--- config.mk ---
export PLATFORM = sky130hd
export DESIGN_NAME = rect_draw_arbiter_flat
export DESIGN_NICKNAME = d
export VERILOG_FILES = /design/src/rtl/tt_draw_pkg.sv /design/src/rtl/rect_draw_arbiter_if.sv /design/src/rtl/rect_raster.sv /design/src/rtl/rect_draw_arbiter.sv /design/src/flat_wrapper.sv
export SDC_FILE = /design/constraint.sdc
export NUM_CORES = 1
export LEC_CHECK = 0
export CORE_ASPECT_RATIO = 0.5
export CORE_MARGIN = 5
export CORE_UTILIZATION = 51
export CTS_BUF_LIST = sky130_fd_sc_hd__clkbuf_16
export CTS_CLUSTER_DIAMETER = 40
export DETAILED_ROUTE_END_ITERATION = 16
export PLACE_DENSITY = 0.87
export SKIP_LAST_GASP = 1
export SYNTH_ARGS = -nofsm -noshare
export SYNTH_HDL_FRONTEND = slang
export SYNTH_HIERARCHICAL = 1
export SYNTH_SLANG_ARGS = --single-unit
--- constraint.sdc ---
create_clock -name clk -period 6.35 [get_ports clk]
set_clock_uncertainty 0.1 [all_clocks]
set_input_delay 1.27 -clock clk [delete_from_list [all_inputs] [get_ports clk]]
set_output_delay 1.27 -clock clk [all_outputs]
set_load 0.1 [all_outputs]
--- src/rtl/tt_draw_pkg.sv ---
// Shared drawing constants and FSM encoding for the rectangle draw arbiter
// and its rasteriser.
package tt_draw_pkg;

    localparam int SCREEN_W = 320;
    localparam int SCREEN_H = 240;

    localparam int XW = 9;
    localparam int YW = 8;
    localparam int CW = 3;

    typedef enum logic [1:0] {
        ST_IDLE = 2'd0,
        ST_DRAW = 2'd1,
        ST_DONE = 2'd2
    } state_t;

endpackage

--- src/rtl/rect_draw_arbiter_if.sv ---
// Requester-side bundle plus the pixel-write port towards vga_adapter.
// Per-requester fields are packed side by side, requester i in slice i.
interface rect_draw_arbiter_if #(
    parameter int NUM_REQ = 4
) ();
    import tt_draw_pkg::*;

    logic [NUM_REQ-1:0]    req;
    logic [XW*NUM_REQ-1:0] init_x;
    logic [YW*NUM_REQ-1:0] init_y;
    logic [XW*NUM_REQ-1:0] width;
    logic [YW*NUM_REQ-1:0] height;
    logic [CW*NUM_REQ-1:0] color_in;

    logic [NUM_REQ-1:0]    grant;
    logic [NUM_REQ-1:0]    done;
    logic                  busy;

    logic [XW-1:0]         x;
    logic [YW-1:0]         y;
    logic [CW-1:0]         color;
    logic                  plot;

    modport master (
        output req, init_x, init_y, width, height, color_in,
        input  grant, done, busy, x, y, color, plot
    );

    modport slave (
        input  req, init_x, init_y, width, height, color_in,
        output grant, done, busy, x, y, color, plot
    );

endinterface

--- src/rtl/rect_raster.sv ---
// Walks a latched rectangle in row-major order, one pixel per step, and
// reports whether the current pixel is on screen and whether it is the last.
module rect_raster import tt_draw_pkg::*; #(
    parameter int CLIP_W = SCREEN_W,
    parameter int CLIP_H = SCREEN_H
) (
    input  logic          clk,
    input  logic          rst,
    input  logic          clear,
    input  logic          step,
    input  logic [XW-1:0] base_x,
    input  logic [YW-1:0] base_y,
    input  logic [XW-1:0] width,
    input  logic [YW-1:0] height,
    output logic [XW-1:0] pix_x,
    output logic [YW-1:0] pix_y,
    output logic          visible,
    output logic          last_pix
);

    logic [XW-1:0] cx_reg, cx_next;
    logic [YW-1:0] cy_reg, cy_next;
    logic [XW:0]   sx;
    logic [YW:0]   sy;
    logic          col_end;

    // One extra bit on each sum so that coordinates past the screen edge
    // are clipped instead of wrapping back onto the screen.
    assign sx = {1'b0, base_x} + {1'b0, cx_reg};
    assign sy = {1'b0, base_y} + {1'b0, cy_reg};

    assign pix_x    = sx[XW-1:0];
    assign pix_y    = sy[YW-1:0];
    assign visible  = (sx < (XW+1)'(CLIP_W)) && (sy < (YW+1)'(CLIP_H));
    assign col_end  = (cx_reg == width - XW'(1));
    assign last_pix = col_end && (cy_reg == height - YW'(1));

    always_comb begin
        cx_next = cx_reg;
        cy_next = cy_reg;
        if (clear) begin
            cx_next = '0;
            cy_next = '0;
        end else if (step) begin
            if (col_end) begin
                cx_next = '0;
                cy_next = cy_reg + YW'(1);
            end else begin
                cx_next = cx_reg + XW'(1);
            end
        end
    end

    always_ff @(posedge clk or posedge rst) begin
        if (rst) begin
            cx_reg <= '0;
            cy_reg <= '0;
        end else begin
            cx_reg <= cx_next;
            cy_reg <= cy_next;
        end
    end

endmodule

--- src/rtl/rect_draw_arbiter.sv ---
// Round-robin owner of the single VGA pixel-write port: latches the winning
// requester's rectangle, rasterises it with clipping and pulses done.
module rect_draw_arbiter #(
    parameter int NUM_REQ  = 4,
    parameter int SCREEN_W = tt_draw_pkg::SCREEN_W,
    parameter int SCREEN_H = tt_draw_pkg::SCREEN_H
) (
    input  logic             clk,
    input  logic             rst,
    rect_draw_arbiter_if.slave bus
);
    import tt_draw_pkg::*;

    localparam int LW = (NUM_REQ > 1) ? $clog2(NUM_REQ) : 1;

    logic [XW-1:0] req_x [NUM_REQ];
    logic [YW-1:0] req_y [NUM_REQ];
    logic [XW-1:0] req_w [NUM_REQ];
    logic [YW-1:0] req_h [NUM_REQ];
    logic [CW-1:0] req_c [NUM_REQ];

    state_t             state_reg, state_next;
    logic [LW-1:0]      last_reg, last_next;
    logic [XW-1:0]      lx_reg, lx_next, lw_reg, lw_next;
    logic [YW-1:0]      ly_reg, ly_next, lh_reg, lh_next;
    logic [CW-1:0]      lc_reg, lc_next;
    logic [NUM_REQ-1:0] grant_reg, grant_next;
    logic [NUM_REQ-1:0] done_reg, done_next;
    logic               busy_reg, busy_next;
    logic [XW-1:0]      x_reg, x_next;
    logic [YW-1:0]      y_reg, y_next;
    logic [CW-1:0]      color_reg, color_next;
    logic               plot_reg, plot_next;

    logic               found;
    logic [LW-1:0]      win_idx;
    logic [LW:0]        cand;

    logic [XW-1:0]      pix_x;
    logic [YW-1:0]      pix_y;
    logic               visible;
    logic               last_pix;

    genvar gi;
    generate
        for (gi = 0; gi < NUM_REQ; gi++) begin : g_unpack
            assign req_x[gi] = bus.init_x[gi*XW +: XW];
            assign req_y[gi] = bus.init_y[gi*YW +: YW];
            assign req_w[gi] = bus.width[gi*XW +: XW];
            assign req_h[gi] = bus.height[gi*YW +: YW];
            assign req_c[gi] = bus.color_in[gi*CW +: CW];
        end
    endgenerate

    // Search starts just after the previous winner, so a requester that
    // keeps req high is queued behind everyone else.
    always_comb begin
        found   = 1'b0;
        win_idx = '0;
        cand    = '0;
        for (int k = 1; k <= NUM_REQ; k++) begin
            cand = {1'b0, last_reg} + (LW+1)'(k);
            if (cand >= (LW+1)'(NUM_REQ)) begin
                cand = cand - (LW+1)'(NUM_REQ);
            end
            if (!found && bus.req[cand[LW-1:0]]) begin
                found   = 1'b1;
                win_idx = cand[LW-1:0];
            end
        end
    end

    rect_raster #(
        .CLIP_W (SCREEN_W),
        .CLIP_H (SCREEN_H)
    ) u_raster (
        .clk      (clk),
        .rst      (rst),
        .clear    (state_reg == ST_IDLE),
        .step     (state_reg == ST_DRAW),
        .base_x   (lx_reg),
        .base_y   (ly_reg),
        .width    (lw_reg),
        .height   (lh_reg),
        .pix_x    (pix_x),
        .pix_y    (pix_y),
        .visible  (visible),
        .last_pix (last_pix)
    );

    always_comb begin
        state_next = state_reg;
        last_next  = last_reg;
        lx_next    = lx_reg;
        ly_next    = ly_reg;
        lw_next    = lw_reg;
        lh_next    = lh_reg;
        lc_next    = lc_reg;
        grant_next = grant_reg;
        done_next  = '0;
        busy_next  = busy_reg;
        x_next     = x_reg;
        y_next     = y_reg;
        color_next = color_reg;
        plot_next  = 1'b0;

        unique case (state_reg)
            ST_IDLE: begin
                if (found) begin
                    lx_next    = req_x[win_idx];
                    ly_next    = req_y[win_idx];
                    lw_next    = req_w[win_idx];
                    lh_next    = req_h[win_idx];
                    lc_next    = req_c[win_idx];
                    grant_next = NUM_REQ'(1) << win_idx;
                    busy_next  = 1'b1;
                    last_next  = win_idx;
                    // An empty rectangle skips straight to the done pulse.
                    if (req_w[win_idx] == '0 || req_h[win_idx] == '0) begin
                        state_next = ST_DONE;
                    end else begin
                        state_next = ST_DRAW;
                    end
                end
            end
            ST_DRAW: begin
                if (visible) begin
                    x_next     = pix_x;
                    y_next     = pix_y;
                    color_next = lc_reg;
                    plot_next  = 1'b1;
                end
                if (last_pix) begin
                    state_next = ST_DONE;
                end
            end
            ST_DONE: begin
                done_next  = grant_reg;
                grant_next = '0;
                busy_next  = 1'b0;
                state_next = ST_IDLE;
            end
            default: begin
                state_next = ST_IDLE;
            end
        endcase
    end

    always_ff @(posedge clk or posedge rst) begin
        if (rst) begin
            state_reg <= ST_IDLE;
            last_reg  <= LW'(NUM_REQ - 1);
            lx_reg    <= '0;
            ly_reg    <= '0;
            lw_reg    <= '0;
            lh_reg    <= '0;
            lc_reg    <= '0;
            grant_reg <= '0;
            done_reg  <= '0;
            busy_reg  <= 1'b0;
            x_reg     <= '0;
            y_reg     <= '0;
            color_reg <= '0;
            plot_reg  <= 1'b0;
        end else begin
            state_reg <= state_next;
            last_reg  <= last_next;
            lx_reg    <= lx_next;
            ly_reg    <= ly_next;
            lw_reg    <= lw_next;
            lh_reg    <= lh_next;
            lc_reg    <= lc_next;
            grant_reg <= grant_next;
            done_reg  <= done_next;
            busy_reg  <= busy_next;
            x_reg     <= x_next;
            y_reg     <= y_next;
            color_reg <= color_next;
            plot_reg  <= plot_next;
        end
    end

    assign bus.grant = grant_reg;
    assign bus.done  = done_reg;
    assign bus.busy  = busy_reg;
    assign bus.x     = x_reg;
    assign bus.y     = y_reg;
    assign bus.color = color_reg;
    assign bus.plot  = plot_reg;

endmodule

--- src/flat_wrapper.sv ---
// flat-port wrapper written by rule: the top's interface ports become plain ports
module rect_draw_arbiter_flat import tt_draw_pkg::*;
#(
    parameter int NUM_REQ  = 4,
    parameter int SCREEN_W = tt_draw_pkg::SCREEN_W,
    parameter int SCREEN_H = tt_draw_pkg::SCREEN_H
)
  (clk, rst, bus_req, bus_init_x, bus_init_y, bus_width, bus_height, bus_color_in, bus_grant, bus_done, bus_busy, bus_x, bus_y, bus_color, bus_plot);
  rect_draw_arbiter_if #(.NUM_REQ(NUM_REQ)) bus_i ();
  input  logic clk;
  input  logic rst;
  input wire logic [$bits(bus_i.req)-1:0] bus_req;
  input wire logic [$bits(bus_i.init_x)-1:0] bus_init_x;
  input wire logic [$bits(bus_i.init_y)-1:0] bus_init_y;
  input wire logic [$bits(bus_i.width)-1:0] bus_width;
  input wire logic [$bits(bus_i.height)-1:0] bus_height;
  input wire logic [$bits(bus_i.color_in)-1:0] bus_color_in;
  output wire logic [$bits(bus_i.grant)-1:0] bus_grant;
  output wire logic [$bits(bus_i.done)-1:0] bus_done;
  output wire logic [$bits(bus_i.busy)-1:0] bus_busy;
  output wire logic [$bits(bus_i.x)-1:0] bus_x;
  output wire logic [$bits(bus_i.y)-1:0] bus_y;
  output wire logic [$bits(bus_i.color)-1:0] bus_color;
  output wire logic [$bits(bus_i.plot)-1:0] bus_plot;
  assign bus_i.req = bus_req;
  assign bus_i.init_x = bus_init_x;
  assign bus_i.init_y = bus_init_y;
  assign bus_i.width = bus_width;
  assign bus_i.height = bus_height;
  assign bus_i.color_in = bus_color_in;
  assign bus_grant = bus_i.grant;
  assign bus_done = bus_i.done;
  assign bus_busy = bus_i.busy;
  assign bus_x = bus_i.x;
  assign bus_y = bus_i.y;
  assign bus_color = bus_i.color;
  assign bus_plot = bus_i.plot;
  rect_draw_arbiter #(.NUM_REQ(NUM_REQ), .SCREEN_W(SCREEN_W), .SCREEN_H(SCREEN_H)) u_core (.clk(clk), .rst(rst), .bus(bus_i));
endmodule
==> results of run 1 <==
[worst reg2reg max path: cells and delay by family (launching register included)]
family,cells,cell delay [ns]
fa+ha+maj,2,0.61
compound gates,5,1.03
simple gates,2,0.77
xor+xnor,1,0.16
buf+inv,1,0.05
flops,1,0.48
mux,1,0.52
[area by class of cell]
cell class	instances	area, sq um	share of cell area
clock inverter	7	70.07	0.008693
clock buffer	9	225.2	0.02794
tap	145	181.4	0.02251
inverter	26	97.59	0.01211
timing repair buffer	187	1862	0.2310
sequential	88	2205	0.2735
antenna	1	2.502	0.0003105
multi-input combinational	489	3417	0.4239
[where the power goes]
group / internal [uW] / total (uW) / switching, uW
logic: 720 / 1860 / 1140
clock network: 306 / 531 / 225
registers: 745 / 976 / 231
total: 1770 / 3360 / 1590
[final timing paths]
path                                                        from                                    end  slack (ns)  cells after the start
max in group asynchronous                                    rst           u_core/lw_reg[5]$_DFFE_PP0P_        4.08                      3
max                                                   bus_req[1]        u_core/state_reg[0]$_DFFE_PP0P_        1.99                      9
min in group asynchronous                                    rst  u_core/u_raster/cx_reg[5]$_DFFE_PP0P_        1.28                      2
min reg2reg                          u_core/bus.busy$_DFFE_PP0P_            u_core/bus.busy$_DFFE_PP0P_        0.39                      2
min                                  u_core/bus.busy$_DFFE_PP0P_            u_core/bus.busy$_DFFE_PP0P_        0.39                      2
max reg2reg                u_core/u_raster/cx_reg[0]$_DFFE_PP0P_            u_core/bus.y[0]$_DFFE_PP0P_        2.52                     12
[cells by family (layout without fill, tap and decap cells)]
kind of cell             Yosys count  in the layout  synth area share
XOR/XNOR                          39             39           0.05848
AND/OR/NAND/NOR                  241            241            0.2069
multiplexers                      45             45           0.08569
AO/OA/AOI/OAI                    141            141            0.1808
buffers and inverters             56            229           0.03878
flip-flops                        88             88            0.3775
adder cells (fa/ha/maj)           23             23           0.05184
other                              0              1                 0
[cell usage after synthesis (12+ instances only)]
cell	count
a31oi_1	12
and2_1	12
nand2_1	95
nor2b_1	13
o21ai_0	28
mux2_2	35
inv_1	26
nor2_1	30
a222oi_1	29
nand3_1	24
clkbuf_1	24
xor2_1	15
nand4_1	14
ha_1	21
a21oi_1	12
xnor2_1	24
dfrtp_1	86
[layer usage]
layer / share of wire / up-vias
met5: 0 / -
met4: 0.028 / 0
met3: 0.083 / 46
met2: 0.48 / 287
met1: 0.40 / 2831
li1: - / 2665
[per-stage QoR]
step           total power [uW]  instances  setup WS (ns)  area (sq um)    util
2_1_floorplan              2299        633          3.097          5841       -
3_5_place_dp               2794        935          1.702          7762  0.7005
6_report                   3364        952          1.990          8060  0.7274
3_3_place_gp               2721        935          1.887          7762  0.7005
4_1_cts                    3344        951          2.053          8058  0.7272
5_1_grt                    3551        952          1.793          8060  0.7274
[cell usage in the layout (no fill, tap or decap), drive strengths merged, types with 7 or more instances in the layout]
master	instances
a211oi	7
a21o	7
a21oi	12
a222oi	29
a31oi	14
and2	13
clkbuf	9
clkdlybuf4s50	183
dfrtp	86
ha	21
inv	28
mux2	40
nand2	95
nand2b	10
nand3	24
nand4	14
nor2	30
nor2b	13
nor3	13
o21ai	40
xnor2	24
xor2	15
==> results by group, run 1 <==
Run status
  • Outcome: finished, final reports clean

Timing
  • Slew @ Worst Pin: 1.092 ns
  • Hold slack: 0.3936 ns
  • RSZ-0062 raised after global routing: no
  • Post-route clock period utilization: 0.6866
  • Final hold violation count: 0
  • Slew headroom: 0.2723
  • Fmax: 0.2294 GHz
  • Pins Over Slew Limit: 0
  • Final setup violation count: 0
  • Fin crit period: 4.360 ns
  • Final setup TNS: 0 ns

Route
  • Final ANT Viol Nets: 0
  • DR pass1 iterations: 9
  • 1st-iter DRT viols: 543
  • DRC viols: 0
  • Vias: 5829
  • Via density: 6.123
  • Detailed Route WL: 18680 um
  • WL/cell: 19.63 um

Global routing
  • GRT met1 Usage: 0.3352
  • Largest net degree at the start of global routing: 72
  • Vias in the first global route: 5740
  • GRT busiest layer: met2
  • Initial antenna violation count: 1
  • M2 GR Usage: 0.4557
  • Total grt overflow: 0
  • Met3 usage: 0.06097
  • First-pass GRT wire length: 29440 um
  • All-Layer GR Usage: 0.2669

Worst hold path
  • Hold crit path type: flip-flop to flip-flop

Clocking
  • Longest Clk Path Bufs: 2
  • Clock-pin slew on the worst setup and hold paths: 0.07 ns
  • CTS root buf: clkbuf_16
  • CTS tree: yes
  • Post-CTS setup buffers: 0
  • H-Tree Depth: 3
  • Sink Count: 88
  • Clk_lat worst skew: 0.34 ns
  • CTS buffer count: 9
  • Hold Buf Count CTS: 0
  • Post-cts sizing count: 0

Setup path
  • Bufs and invs on worst path: 1
  • Worst path cell trace: clkdlybuf4s50_1 > o21ai_1 > o221a_1 > mux2i_1 > mux2i_1 > nand3b_1 > or3_1 > o41ai_2 > o22ai_1
  • Delay-heaviest family, CP: compound AO/OA/AOI/OAI gates
  • Critical path launch point type: primary input
  • Worst Path Arrival: 4.43 ns
  • Slowest stage delay, CP: 0.84 ns
  • Cell mode on critical path: mux2i_1
  • Worst Setup End Kind: flip-flop
  • CP Max Fanout: 18
  • CP Class: primary input to flip-flop
  • CP max-delay cell: o221a_1
  • WP data required: 6.42 ns

Placed design
  • Routability congestion estimate: 0.9214
  • Final HPWL DP: 13990 um
  • I/O Buffers: 183

Logic synthesis
  • Synthesized flop and latch total: 88
  • Yosys top cell area share: 0.3685
  • Synth Area per Inst: 9.227 sq um
  • Netlist Area Pre-Place: 5841 sq um
  • Distinct cells, synth: 67
  • Ranking of synthesized cells by area: dfrtp_1, mux2_2, nand2_1, a222oi_1, ha_1
  • Syn Inst Count: 633
  • Synth warn: 6
  • Post-synth EDFFs: 0
  • Syn nets: 810
  • Post-synth top area cell: dfrtp_1
  • Post-synthesis sequential area ratio: 0.3775
  • Ys async rst share: 1.000
  • Synth Flop Type: dfrtp_1

Floorplanning
  • Core area: 11080 sq um
  • Die area: 13820 sq um
  • Initial Utilization: 0.5271
  • # IOs: 184
  • FP Rows: 27
  • Chip height: 85.67 um
  • Die Width: 161.3 um

Layout
  • Final net count: 978
  • Layout cell share with drive strength beyond 1: 0.09553
  • Syn-to-layout area delta: 38.00%
  • Fill cells: 814

Job
  • MaxCap Viol Count: 0

Pwr
  • Leak: 0.003419 uW
  • Worst VDD drop: 197.5 uV
  • Pwr Density: 417.3 nW/um^2
(Power assumes the default switching activity.)
==> run 2: changes to the inputs <==
--- a/config.mk
+++ b/config.mk
@@ -7,11 +7,11 @@
 export LEC_CHECK = 0
 export CORE_ASPECT_RATIO = 0.5
 export CORE_MARGIN = 5
-export CORE_UTILIZATION = 51
+export CORE_UTILIZATION = 43
 export CTS_BUF_LIST = sky130_fd_sc_hd__clkbuf_16
 export CTS_CLUSTER_DIAMETER = 40
 export DETAILED_ROUTE_END_ITERATION = 16
-export PLACE_DENSITY = 0.87
+export PLACE_DENSITY = 0.78
 export SKIP_LAST_GASP = 1
 export SYNTH_ARGS = -nofsm -noshare
 export SYNTH_HDL_FRONTEND = slang
==> constraint.sdc (replaced) <==
create_clock -name clk -period 3.8 [get_ports clk]
set_clock_uncertainty 0.1 [all_clocks]
set_input_delay 0.76 -clock clk [delete_from_list [all_inputs] [get_ports clk]]
set_output_delay 0.76 -clock clk [all_outputs]
set_load 0.1 [all_outputs]
==> run 2 against run 1 <==
  * Worst setup slack got worse by 1.5 ns
  * Critical path depth rose by 4
  * Routed wire length up 0.90%
  * Via count down 1.4%
  * Die area grew 17%
  * Non-clock buffer count is 16 higher
  * Cell count up 4.8%
  * Count of clock-buffer cells in the layout unchanged
  * First-iteration DRC count grew 12%
  * Largest cell class unchanged
  * Largest power group unchanged
==> results by group, run 2 (synthesis results as in run 1) <==
Run status
  • Outcome: finished, final reports clean

Clocking
  • Post-cts sizing count: 0
  • Sink Count: 88
  • CTS tree: yes
  • Clock-pin slew on the worst setup and hold paths: 0.06 ns
  • CTS root buf: clkbuf_16
  • Clk_lat worst skew: 0.34 ns
  • CTS buffer count: 9
  • Hold Buf Count CTS: 0
  • H-Tree Depth: 3
  • Longest Clk Path Bufs: 2
  • Post-CTS setup buffers: 0

Layout
  • Commonest non-fill, non-tap cell in the layout: clkdlybuf4s50_1
  • Commonest cells after routing, fill and taps aside: clkdlybuf4s50_1, nand2_1, dfrtp_1
  • Syn-to-layout area delta: 41.99%
  • Total inserted antenna cells: 0
  • Final net count: 994
  • Layout cell share with drive strength beyond 1: 0.1119
  • Post-route cell area: 8293 sq um

Pwr
  • Sw Share: 0.4544
  • Leak: 0.003537 uW
  • Psw: 2633 uW
  • Gate power share: 0.546
  • Pwr Density: 698.7 nW/um^2
  • Sequential share of power: 0.282
  • Internal: 3161 uW
  • Tot Pwr: 5794 uW
  • Clock share of power: 0.172
  • Worst VDD drop: 258.4 uV

Setup path
  • Delay-heaviest family, CP: compound AO/OA/AOI/OAI gates
  • CP endpoint: u_core/bus.color[1]$_DFFE_PP0P_
  • Critical path launch point type: flip-flop
  • Crit path depth: 13
  • Worst Path Arrival: 3.48 ns
  • Crit path from: u_core/u_raster/cx_reg[0]$_DFFE_PP0P_
  • Cell mode on critical path: a211oi_1
  • R2r startpoint: u_core/u_raster/cx_reg[0]$_DFFE_PP0P_
  • Worst Setup End Kind: flip-flop
  • Worst R2R Setup Slack: 0.44 ns
  • CP max-delay cell: dfrtp_1
  • Worst reg2reg path depth: 13
  • WP data required: 3.93 ns
  • Bufs and invs on worst path: 2
  • CP Max Fanout: 21
  • CP Class: flip-flop to flip-flop
  • Crit Reg-Reg Endpoint: u_core/bus.color[1]$_DFFE_PP0P_
  • Slowest stage delay, CP: 0.46 ns
  • Worst path cell trace: ha_1 > inv_1 > fa_1 > nor2b_1 > o21ai_0 > a21boi_0 > o21a_1 > a211oi_1 > xnor2_1 > a211oi_1 > nand2_1 > buf_4 > mux2_2

Worst hold path
  • Hold crit path type: flip-flop to flip-flop

Route
  • Detailed Route WL: 18850 um
  • WL/cell: 18.89 um
  • DR pass1 iterations: 7
  • Final ANT Viol Nets: 0
  • Vias: 5749
  • 1st-iter DRT viols: 607
  • DRC viols: 0
  • Via density: 5.761

Timing
  • Final setup TNS: 0 ns
  • Pins Over Slew Limit: 0
  • Fmax: 0.2981 GHz
  • Fin crit period: 3.355 ns
  • Final hold violation count: 0
  • Final setup violation count: 0
  • Post-route clock period utilization: 0.8829
  • Slew headroom: 0.3166
  • Slew @ Worst Pin: 1.022 ns
  • Hold slack: 0.3818 ns
  • RSZ-0062 raised after global routing: no

Placed design
  • Cell area after placement: 7956 sq um
  • I/O Buffers: 183
  • Final HPWL DP: 14840 um
  • Routability congestion estimate: 0.8942

Global routing
  • Largest net degree at the start of global routing: 72
  • Initial antenna violation count: 0
  • Total grt overflow: 0
  • All-Layer GR Usage: 0.2331
  • First-pass GRT wire length: 30420 um
  • Vias in the first global route: 5763

Job
  • MaxCap Viol Count: 0

Floorplanning
  • Core area: 13440 sq um
  • Initial Utilization: 0.4346
  • Chip height: 92.41 um
  • Die area: 16160 sq um
  • FP Rows: 30
  • Die Width: 174.8 um
  • # IOs: 184
[run 2: how the worst min path moves through the flow]
stage / startpoint / to / slack (ns) / cells after the start
floorplan: u_core/lc_reg[0]$_DFFE_PP0P_ / u_core/lc_reg[0]$_DFFE_PP0P_ / 0.35 / 2
global placement: u_core/lc_reg[1]$_DFFE_PP0P_ / u_core/lc_reg[1]$_DFFE_PP0P_ / 0.37 / 2
detailed placement: u_core/lc_reg[0]$_DFFE_PP0P_ / u_core/lc_reg[0]$_DFFE_PP0P_ / 0.37 / 2
CTS: u_core/lc_reg[0]$_DFFE_PP0P_ / u_core/lc_reg[0]$_DFFE_PP0P_ / 0.39 / 2
global route: u_core/bus.y[1]$_DFFE_PP0P_ / u_core/bus.y[1]$_DFFE_PP0P_ / 0.43 / 1
finish: u_core/lc_reg[0]$_DFFE_PP0P_ / u_core/lc_reg[0]$_DFFE_PP0P_ / 0.38 / 2
[run 2: final cells by class]
cell class / count / area (sq um)
Clock inverter: 7 / 111.4
Timing Repair Buffer: 203 / 2017
Fill cell: 1108 / 5145
Tap cell: 176 / 220.2
Multi-Input combinational cell: 489 / 3417
Inverter: 26 / 97.59
Clock buffer: 9 / 225.2
Sequential cell: 88 / 2205
[run 2: power groups by stage]
stage	combinational, uW	sequential [uW]	clock, uW
5_1_grt	3420	1680	1060
6_report	3160	1640	995
2_1_floorplan	1700	2140	0
4_1_cts	3150	1630	1010
3_5_place_dp	3130	1640	0
3_3_place_gp	3040	1620	0
[run 2: through the flow]
step                  util  std cells  setup slack, ns
finish              0.6171        998           0.4450
global route        0.6171        998           0.2221
CTS                 0.6171        998           0.4902
detailed placement  0.5921        982           0.1444
global placement    0.5921        982           0.2308
floorplan                -        633           0.8542
[run 2: tightest hold or removal path: stages (launching register included)]
cell and delay, ns:
dfrtp_1 0.34, nand2_1 0.05, o21ai_1 0.06
[run 2: metal layers]
metal	GRT usage	share of wire
met1	0.3076	0.44
met2	0.3928	0.48
met3	0.05220	0.071
met4	0.05748	0.017
met5	0	0
==> run 3: changes to the inputs <==
==> constraint.sdc (replaced) <==
create_clock -name clk -period 3.8 [get_ports clk]
set_clock_uncertainty 0.1 [all_clocks]
set_input_delay 0.57 -clock clk [delete_from_list [all_inputs] [get_ports clk]]
set_output_delay 0.57 -clock clk [all_outputs]
set_load 0.1 [all_outputs]
==> run 3 against run 2 <==
  * Via count fell by 0.82%
  * Sequential power barely moved
  * Sequential share of layout area rose by 0.30 points
  * Die area did not move
  * First-iteration DRC count fell by 20%
  * Worst setup slack improved by 0.13 ns
  * Count of clock-buffer cells in the layout did not move
  * Register-to-register slack improved by 0.20 ns
  * Routed wire length fell by 1.7%
  * Maximum frequency rose by 4.1%
  * Largest cell class unchanged
  * Largest power group unchanged
==> results by group, run 3 (synthesis results as in run 1) <==
Run status
  • Outcome: finished, final reports clean

Clocking
  • Post-cts sizing count: 0
  • H-Tree Depth: 3
  • Clk_lat worst skew: 0.34 ns
  • CTS tree: yes
  • CTS root buf: clkbuf_16
  • Longest Clk Path Bufs: 2
  • Post-CTS setup buffers: 0
  • CTS buffer count: 9
  • Sink Count: 88
  • Hold Buf Count CTS: 0
  • Clock-pin slew on the worst setup and hold paths: 0.06 ns

Floorplanning
  • Initial Utilization: 0.4346
  • # IOs: 184
  • Core area: 13440 sq um
  • Die area: 16160 sq um
  • Chip height: 92.41 um
  • FP Rows: 30
  • Die Width: 174.8 um

Timing
  • RSZ-0062 raised after global routing: no
  • Pins Over Slew Limit: 0
  • Slew headroom: 0.3049
  • Final setup TNS: 0 ns
  • Setup slack after layout: 0.5763 ns
  • Fin crit period: 3.224 ns
  • Post-route clock period utilization: 0.8483
  • Fmax: 0.3102 GHz
  • Slew @ Worst Pin: 1.039 ns
  • Final setup violation count: 0
  • Final hold violation count: 0

Route
  • WL/cell: 18.60 um
  • Detailed Route WL: 18530 um
  • Final ANT Viol Nets: 0
  • Vias: 5702
  • DR pass1 iterations: 9
  • 1st-iter DRT viols: 485
  • DRC viols: 0
  • Via density: 5.725

Job
  • MaxCap Viol Count: 0

Placed design
  • Place WS: 0.2760 ns
  • Final HPWL DP: 14720 um
  • I/O Buffers: 183
  • Routability congestion estimate: 0.8990

Global routing
  • All-Layer GR Usage: 0.2246
  • Vias in the first global route: 5610
  • First-pass GRT wire length: 29150 um
  • Largest net degree at the start of global routing: 62
  • Initial antenna violation count: 0
  • Total grt overflow: 0

Setup path
  • WP data required: 3.89 ns
  • CP Max Fanout: 23
  • Worst Path Arrival: 3.31 ns
  • Critical path launch point type: primary input
  • Worst Setup End Kind: flip-flop
  • R2r startpoint: u_core/u_raster/cx_reg[0]$_DFFE_PP0P_
  • Crit path from: bus_req[1]
  • CP Class: primary input to flip-flop

Layout
  • Layout cell share with drive strength beyond 1: 0.1061
  • Syn-to-layout area delta: 40.42%
  • Final net count: 992
  • Total inserted antenna cells: 0
  • Commonest non-fill, non-tap cell in the layout: clkdlybuf4s50_1
  • Commonest cells after routing, fill and taps aside: clkdlybuf4s50_1, nand2_1, dfrtp_1

Worst hold path
  • Hold crit path type: flip-flop to flip-flop
  • HP Start: u_core/bus.busy$_DFFE_PP0P_

Pwr
  • Pwr Density: 683.4 nW/um^2
  • Tot Pwr: 5605 uW
  • Worst VDD drop: 263.0 uV
  • Leak: 0.003498 uW
[run 3: changes by cell type in the layout (fill, tap and decap cells not counted)]
cell and delta:
clkinv_1 -1, clkinvlp_4 +1, buf_4 -1, inv_1 +3
clkdlybuf4s50_1 +1, clkinv_4 -1, bufinv_16 -2, buf_12 -2
[run 3: metal layers]
| metal | track usage | wire [um] |
|---|---|---|
| met1 | 0.2951 | 7971 |
| met2 | 0.3676 | 8629 |
| met3 | 0.05343 | 1406 |
| met4 | 0.07511 | 520 |
| met5 | 0 | 0 |
[run 3: worst max-delay path: stages]
cell and delay (ns):
clkdlybuf4s50_1 0.65, and2b_1 0.17, o221ai_1 0.19, and2_4 0.30, a222oi_1 0.53, a21boi_0 0.33, nand4_1 0.16, o41ai_2 0.27
o22ai_1 0.14
[run 3: final timing paths]
check / endpoint / slack [ns] / cells past startpoint
max: u_core/state_reg[0]$_DFFE_PP0P_ / 0.58 / 9
min: u_core/bus.busy$_DFFE_PP0P_ / 0.38 / 2
min reg2reg: u_core/bus.busy$_DFFE_PP0P_ / 0.38 / 2
min in group asynchronous: u_core/u_raster/cx_reg[7]$_DFFE_PP0P_ / 0.63 / 2
max reg2reg: u_core/bus.y[2]$_DFFE_PP0P_ / 0.64 / 13
max in group asynchronous: u_core/bus.x[2]$_DFFE_PP0P_ / 2.25 / 3
[run 3: cell type report]
| cell class | instances | area [sq um] |
|---|---|---|
| flip-flops and latches | 88 | 2205 |
| well taps | 176 | 220.2 |
| fillers | 1143 | 5236 |
| multi-input cells | 489 | 3417 |
| repair buffers | 201 | 1979 |
| clock inverters | 7 | 57.56 |
| inverters | 26 | 97.59 |
| clock buffers | 9 | 225.2 |
[run 3: power by group]
group          switching [uW]  internal (uW)
clock network             347            498
logic                    1880           1260
registers                 377           1250
total                    2600           3000
[run 3: metrics by stage]
step | util | std cells | cell area [sq um] | hold slack [ns]
2_1_floorplan | - | 633 | 5841 | 0.3517
6_report | 0.6103 | 996 | 8202 | 0.3813
5_1_grt | 0.6103 | 996 | 8202 | 0.4063
3_5_place_dp | 0.5893 | 980 | 7919 | 0.3706
4_1_cts | 0.6103 | 996 | 8202 | 0.3861
3_3_place_gp | 0.5893 | 980 | 7919 | 0.3673
